## src/rtl/main_control_fsm_pkg.sv

```systemverilog
// ============================================================================
// main_control_fsm_pkg
// Shared state, opcode and control-field encodings for the multi-cycle core.
// Revision: 1.0
// ============================================================================
`default_nettype none

package main_control_fsm_pkg;

  typedef enum logic [3:0] {
    S_FETCH  = 4'd0,
    S_DECODE = 4'd1,
    S_MEMADR = 4'd2,
    S_MEMRD  = 4'd3,
    S_MEMWB  = 4'd4,
    S_MEMWR  = 4'd5,
    S_EXEC   = 4'd6,
    S_ALUWB  = 4'd7,
    S_JRPC   = 4'd8,
    S_BRANCH = 4'd9,
    S_ADDIEX = 4'd10,
    S_ADDIWB = 4'd11,
    S_JUMP   = 4'd12
  } state_t;

  localparam int unsigned C_COUNT_W = 32;

  localparam logic [5:0] C_OP_RTYPE = 6'b000000;
  localparam logic [5:0] C_OP_LW    = 6'b100011;
  localparam logic [5:0] C_OP_SW    = 6'b101011;
  localparam logic [5:0] C_OP_BEQ   = 6'b000100;
  localparam logic [5:0] C_OP_ADDI  = 6'b001000;
  localparam logic [5:0] C_OP_J     = 6'b000010;

  localparam logic [1:0] C_ALUOP_ADD  = 2'b00;
  localparam logic [1:0] C_ALUOP_SUB  = 2'b01;
  localparam logic [1:0] C_ALUOP_FUNC = 2'b10;

  localparam logic [1:0] C_PCSRC_ALU    = 2'b00;
  localparam logic [1:0] C_PCSRC_ALUOUT = 2'b01;
  localparam logic [1:0] C_PCSRC_JUMP   = 2'b10;
  localparam logic [1:0] C_PCSRC_JR     = 2'b11;

  localparam logic [1:0] C_SRCB_REG   = 2'b00;
  localparam logic [1:0] C_SRCB_FOUR  = 2'b01;
  localparam logic [1:0] C_SRCB_IMM   = 2'b10;
  localparam logic [1:0] C_SRCB_IMMSH = 2'b11;

endpackage

`default_nettype wire

```

## src/rtl/main_control_fsm_retire_counter.sv

```systemverilog
// ============================================================================
// retire_counter
// Free-running count of retired instructions, wraps at full scale.
// Revision: 1.0
// ============================================================================
`default_nettype none

module retire_counter
  import main_control_fsm_pkg::*;
(
  input  logic                 clk,
  input  logic                 rst,
  input  logic                 i_inc,
  output logic [C_COUNT_W-1:0] o_count
);

  logic [C_COUNT_W-1:0] r_count;

  always_ff @(posedge clk) begin
    if (rst) begin
      r_count <= '0;
    end else if (i_inc) begin
      r_count <= r_count + 1'b1;
    end
  end

  assign o_count = r_count;

endmodule

`default_nettype wire

```

## src/rtl/main_control_fsm.sv

```systemverilog
// ============================================================================
// main_control_fsm
// Multi-cycle Moore control FSM with retire pulse and retired-instruction count.
// Revision: 1.0
// ============================================================================
`default_nettype none

module main_control_fsm
  import main_control_fsm_pkg::*;
(
  input  logic        clk,
  input  logic        reset,
  input  logic [5:0]  op,
  input  logic        jr,
  input  logic        mem_ready,
  output logic [1:0]  ALUop,
  output logic        ALUSrcA,
  output logic [1:0]  ALUSrcB,
  output logic [1:0]  PCSrc,
  output logic        IorD,
  output logic        MemRead,
  output logic        MemWrite,
  output logic        IRWrite,
  output logic        PCWrite,
  output logic        Branch,
  output logic        RegDst,
  output logic        MemtoReg,
  output logic        RegWrite,
  output logic        instr_done,
  output logic        illegal_op,
  output logic [31:0] instr_count
);

  state_t r_state;
  state_t w_next;
  logic   w_done;
  logic   w_illegal;

  always_ff @(posedge clk) begin
    if (reset) begin
      r_state <= S_FETCH;
    end else begin
      r_state <= w_next;
    end
  end

  always_comb begin
    w_next    = r_state;
    ALUop     = C_ALUOP_ADD;
    ALUSrcA   = 1'b0;
    ALUSrcB   = C_SRCB_REG;
    PCSrc     = C_PCSRC_ALU;
    IorD      = 1'b0;
    MemRead   = 1'b0;
    MemWrite  = 1'b0;
    IRWrite   = 1'b0;
    PCWrite   = 1'b0;
    Branch    = 1'b0;
    RegDst    = 1'b0;
    MemtoReg  = 1'b0;
    RegWrite  = 1'b0;
    w_done    = 1'b0;
    w_illegal = 1'b0;

    case (r_state)
      S_FETCH: begin
        MemRead = 1'b1;
        ALUSrcB = C_SRCB_FOUR;
        IRWrite = mem_ready;
        PCWrite = mem_ready;
        if (mem_ready) w_next = S_DECODE;
      end
      S_DECODE: begin
        ALUSrcB = C_SRCB_IMMSH;
        case (op)
          C_OP_LW, C_OP_SW: w_next = S_MEMADR;
          C_OP_RTYPE:       w_next = S_EXEC;
          C_OP_BEQ:         w_next = S_BRANCH;
          C_OP_ADDI:        w_next = S_ADDIEX;
          C_OP_J:           w_next = S_JUMP;
          default: begin
            w_next    = S_FETCH;
            w_illegal = 1'b1;
          end
        endcase
      end
      S_MEMADR: begin
        ALUSrcA = 1'b1;
        ALUSrcB = C_SRCB_IMM;
        w_next  = (op == C_OP_LW) ? S_MEMRD : S_MEMWR;
      end
      S_MEMRD: begin
        IorD    = 1'b1;
        MemRead = 1'b1;
        if (mem_ready) w_next = S_MEMWB;
      end
      S_MEMWB: begin
        MemtoReg = 1'b1;
        RegWrite = 1'b1;
        w_done   = 1'b1;
        w_next   = S_FETCH;
      end
      S_MEMWR: begin
        IorD     = 1'b1;
        MemWrite = 1'b1;
        if (mem_ready) begin
          w_done = 1'b1;
          w_next = S_FETCH;
        end
      end
      S_EXEC: begin
        ALUSrcA = 1'b1;
        ALUop   = C_ALUOP_FUNC;
        w_next  = jr ? S_JRPC : S_ALUWB;
      end
      S_ALUWB: begin
        RegDst   = 1'b1;
        RegWrite = 1'b1;
        w_done   = 1'b1;
        w_next   = S_FETCH;
      end
      S_JRPC: begin
        PCSrc   = C_PCSRC_JR;
        PCWrite = 1'b1;
        w_done  = 1'b1;
        w_next  = S_FETCH;
      end
      S_BRANCH: begin
        ALUSrcA = 1'b1;
        ALUop   = C_ALUOP_SUB;
        PCSrc   = C_PCSRC_ALUOUT;
        Branch  = 1'b1;
        w_done  = 1'b1;
        w_next  = S_FETCH;
      end
      S_ADDIEX: begin
        ALUSrcA = 1'b1;
        ALUSrcB = C_SRCB_IMM;
        w_next  = S_ADDIWB;
      end
      S_ADDIWB: begin
        RegWrite = 1'b1;
        w_done   = 1'b1;
        w_next   = S_FETCH;
      end
      S_JUMP: begin
        PCSrc   = C_PCSRC_JUMP;
        PCWrite = 1'b1;
        w_done  = 1'b1;
        w_next  = S_FETCH;
      end
      default: w_next = S_FETCH;
    endcase

    // Reset suppresses every side effect so an abandoned instruction never retires.
    if (reset) begin
      IRWrite   = 1'b0;
      PCWrite   = 1'b0;
      MemWrite  = 1'b0;
      RegWrite  = 1'b0;
      MemRead   = 1'b0;
      w_done    = 1'b0;
      w_illegal = 1'b0;
    end

    instr_done = w_done;
    illegal_op = w_illegal;
  end

  retire_counter u_retire (
    .clk     (clk),
    .rst     (reset),
    .i_inc   (w_done),
    .o_count (instr_count)
  );

endmodule

`default_nettype wire
```

## config.mk

```make
export PLATFORM = sky130hd
export DESIGN_NAME = main_control_fsm
export DESIGN_NICKNAME = d
export VERILOG_FILES = /design/src/rtl/main_control_fsm_pkg.sv /design/src/rtl/main_control_fsm_retire_counter.sv /design/src/rtl/main_control_fsm.sv
export SDC_FILE = /design/constraint.sdc
export NUM_CORES = 1
export LEC_CHECK = 0
export BUFFER_PORTS_ARGS = -buffer_cell sky130_fd_sc_hd__buf_2
export CAP_MARGIN = 20
export CORE_MARGIN = 5
export CORE_UTILIZATION = 30
export CTS_BUF_LIST = sky130_fd_sc_hd__clkbuf_8 sky130_fd_sc_hd__clkbuf_16
export CTS_CLUSTER_DIAMETER = 120
export DETAILED_ROUTE_END_ITERATION = 8
export GPL_TIMING_DRIVEN = 0
export PLACE_DENSITY = 0.64
export SYNTH_ARGS = -nofsm -noshare
export SYNTH_HDL_FRONTEND = slang
export SYNTH_HIERARCHICAL = 1
export SYNTH_SLANG_ARGS = --single-unit
```

## constraint.sdc

```tcl
create_clock -name clk -period 2.25 [get_ports clk]
set_clock_uncertainty 0.1 [all_clocks]
set_input_delay 0.225 -clock clk [delete_from_list [all_inputs] [get_ports clk]]
set_output_delay 0.225 -clock clk [all_outputs]
set_load 0.1 [all_outputs]
```

==> summary.txt <==
Timing
  – Post-layout min period: 2360 ps
  – Setup WS post-layout: -110.1 ps
  – Hold_ws: 199.7 ps
  – Max-slew headroom: 65.18%
  – Final hold vios: 0
  – Setup-failing EPs final: 14
  – RSZ-0062 raised after global routing: yes
  – Fmax: 423.7 MHz
  – Slew Limit Fails: 0
  – Tcrit/Tclk final: 104.9%
  – Slew of the pin with the lowest slew margin: 522.3 ps
  – Setup TNS: -509.2 ps

Logic synthesis
  – Yosys Warn Count: 6
  – EDFF count, synth: 0
  – Avg Inst Size Synth: 8.103 um2
  – Yosys reg bits: 36
  – Top FF cell, synth: dfxtp_1
  – Register area share after synthesis: 32.11%
  – Cell Area, Synth: 2245 um2
  – Simple-gate share of the synthesized area: 37.01%
  – Area share of fa/ha/maj cells after synthesis: 0.5574%
  – Cells after Synth: 277
  – Mux contribution to synthesized area: 5.964%
  – Largest family of logic cells by synthesized area: simple AND/OR/NAND/NOR gates
  – Ys async rst share: 0%
  – Post-Syn Nets: 288
  – Post-synthesis xor/xnor area fraction: 6.243%
  – Yosys cell types: 53
  – Synth Area in Compound Gates: 10.87%

Finish
  – Layout area overhead: 42.48%
  – Finished Layout Cells: 455
  – Util after Layout: 44.09%
  – Layout cells sized above 1: 43.26%
  – ANT cells: 0
  – Final nets: 366

Clocking
  – TritonCTS clock tree: built
  – Num CTS Buffers: 5
  – CTS Sinks: 36
  – CTS max path bufs: 2
  – H-tree depth: 2
  – Worst-skew pair later-pin latency: 290 ps
  – Clock transition at path regs: 70 ps
  – Post-CTS Hold Buffers: 0
  – Clk root buf: clkbuf_8

Worst setup path
  – Reg-to-Reg Start: r_state[1]$_SDFFE_PP0P_
  – Worst path top cell family by delay: simple AND/OR/NAND/NOR gates
  – Critical Path RT: 2330 ps
  – Worst Path Buf+Inv: 3
  – Worst Setup EP: u_retire/o_count[31]$_SDFFE_PP0P_
  – Crit-path cells: clkbuf_16 > nand2b_4 > nand2_4 > a311oi_4 > buf_6 > and4_4 > nand4_1 > buf_6 > nor4_4 > mux2_4
  – Worst setup path class: flip-flop to flip-flop
  – Crit. End Element: flip-flop
  – Worst path arrival time: 2440 ps
  – Critical path depth in cells: 10
  – Worst path slowest cell: dfxtp_4
  – Crit-path max FO: 6
  – Slowest cell delay on critical path: 360 ps
  – R2R Setup Slk: -110 ps
  – Cells on worst reg2reg path: 10
  – Worst R2R End: u_retire/o_count[31]$_SDFFE_PP0P_
  – CP dominant cell by count: buf_6
  – Startpoint Class: flip-flop
  – Worst setup path start: r_state[1]$_SDFFE_PP0P_

Run status
  – Failing checks: setup timing
  – Outcome: complete, but fails checks

Floorplanning
  – Initial Utilization: 30.95%
  – DIE AREA: 9312 um2
  – Num ports: 60
  – Die Wd: 96.50 um
  – FP Rows: 31
  – CORE AREA: 7253 um2
  – DIE HEIGHT: 96.50 um

Drt
  – WL final: 6258 um
  – Average routed wire per standard cell: 13.75 um
  – DR vias: 2,272
  – ANT nets after route: 0
  – First-pass detailed-route iteration total: 4
  – DRC Markers: 0
  – DR vias/cell: 4.993
  – DR iter-0 viols: 68

Global route
  – First-pass GRT wire length: 9880 um
  – Largest net degree at the start of global routing: 20
  – GR Overflow Total: 0
  – GR Util All Layers: 13.30%
  – Vias in the first global route: 2,062
  – Initial antenna violation count: 0

Min path
  – Worst min-delay path class: primary input to flip-flop
  – Hold Crit Start: mem_ready

Place
  – Final Wtd Congestion: 0.8903
  – HPWL Detailed: 4435 um
  – Placed Cells: 434
  – Place WS: -638.7 ps
  – Port bufs: 58

Flow run
  – Maximum Capacitance Violations: 0

Power
  – Static Leakage: 1.374 nW
  – Pwr Density: 421.3 nW/um2
  – Worst IR Drop VDD: 0.0001822 V
[metal layers]
layer	vias up	share of wire, %	track usage (%)
li1	1142	-	-
met1	1086	48	18.22
met2	39	46	20.69
met3	5	4.8	3.176
met4	0	0.80	3.972
met5	-	0	0
[cells by family after synthesis]
| family | after synthesis |
|---|---|
| and+or+nand+nor | 147 |
| AOI/OAI and AO/OA | 39 |
| DFF | 36 |
| buffers and inverters | 26 |
| xor gates and xnor gates | 16 |
| muxes | 12 |
| adders and majority gates | 1 |
[area by class of cell]
type / count / area, um2
plain buffers: 17 / 153.9
well taps: 99 / 123.9
repair buffers: 73 / 446.7
flip-flops and latches: 36 / 732.0
clock buffers: 6 / 82.58
fillers: 757 / 4055
multi-input cells: 215 / 1623
inverters: 7 / 26.28
clock inverters: 2 / 10.01
[stage by stage]
stage               area [um2]  power (mW)
finish                    3198       1.347
CTS                       3079       1.358
floorplan                 2372      0.8179
global placement          2786      0.8593
detailed placement        2786      0.8607
global route              3198       1.403
[worst reg2reg max path, delay by kind of cell (launching register included)]
family | cells | cell delay, ps
flops | 1 | 360
compound gates | 1 | 290
simple gates | 5 | 720
mux | 1 | 320
buf+inv | 3 | 460
[flip-flops by register name, indices dropped and copies added (netlist names)]
signal,cells
u_retire/o_count,32
r_state,4
[cells in the final DEF, fill, tap and decap left out, drive strengths merged, types with 5 or more instances in the layout]
cell type and instances:
nand4 11, dfxtp 36, buf 78, or4 6, a21oi 16, xnor2 5
clkbuf 18, nor3 16, inv 7, nor2b 11, or3 6, nor4 6
nand2 14, nand2b 7, nor2 39, xor2 11, nand3 10, mux2 11
o21ai 9
[report_power, final]
group	total (mW)	internal, mW	switching [mW]
sequential	0.641	0.638	0.00328
combinational	0.224	0.0673	0.156
clock	0.483	0.244	0.238
[cells in the mapped netlist (3+ instances only)]
cell	instances	area [um2]
dfxtp_1	36	720.7
nor3b_1	3	22.52
nor2b_1	11	68.82
xor2_1	11	96.34
inv_1	7	26.28
o31ai_1	4	30.03
nand4_1	10	62.56
buf_6	3	33.78
or3_1	5	31.28
nor4_1	4	25.02
nand2b_1	7	43.79
nor3_1	15	75.07
nand3_1	10	50.05
clkbuf_1	7	26.28
or4_1	4	30.03
clkbuf_8	3	41.29
xnor2_1	5	43.79
and3_1	3	18.77
a21oi_1	16	80.08
mux2_2	9	101.4
and4_1	4	35.03
or2_2	3	18.77
buf_2	3	15.01
nor2_1	39	146.4
o21ai_0	9	45.04
nand2_1	14	52.55
[worst min-delay path by stage]
stage                                   endpoint  slack [ps]  cells past startpoint
2_1_floorplan            r_state[0]$_SDFFE_PP0P_         300                      3
3_3_place_gp   u_retire/o_count[22]$_SDFFE_PP0P_         380                      2
3_5_place_dp   u_retire/o_count[22]$_SDFFE_PP0P_         400                      2
4_1_cts                  r_state[0]$_SDFFE_PP0P_         180                      4
5_1_grt                  r_state[0]$_SDFFE_PP0P_         220                      4
6_report                 r_state[0]$_SDFFE_PP0P_         200                      4
[repair_timing]
action                                  in CTS  in global routing
gates resized for setup                     27                 27
endpoints found under the setup margin      21                 26
setup buffers                               12                  3
pin swaps                                    3                  8
gates cloned                                 0                  0
Note: power is estimated with default switching activity, not from simulation.
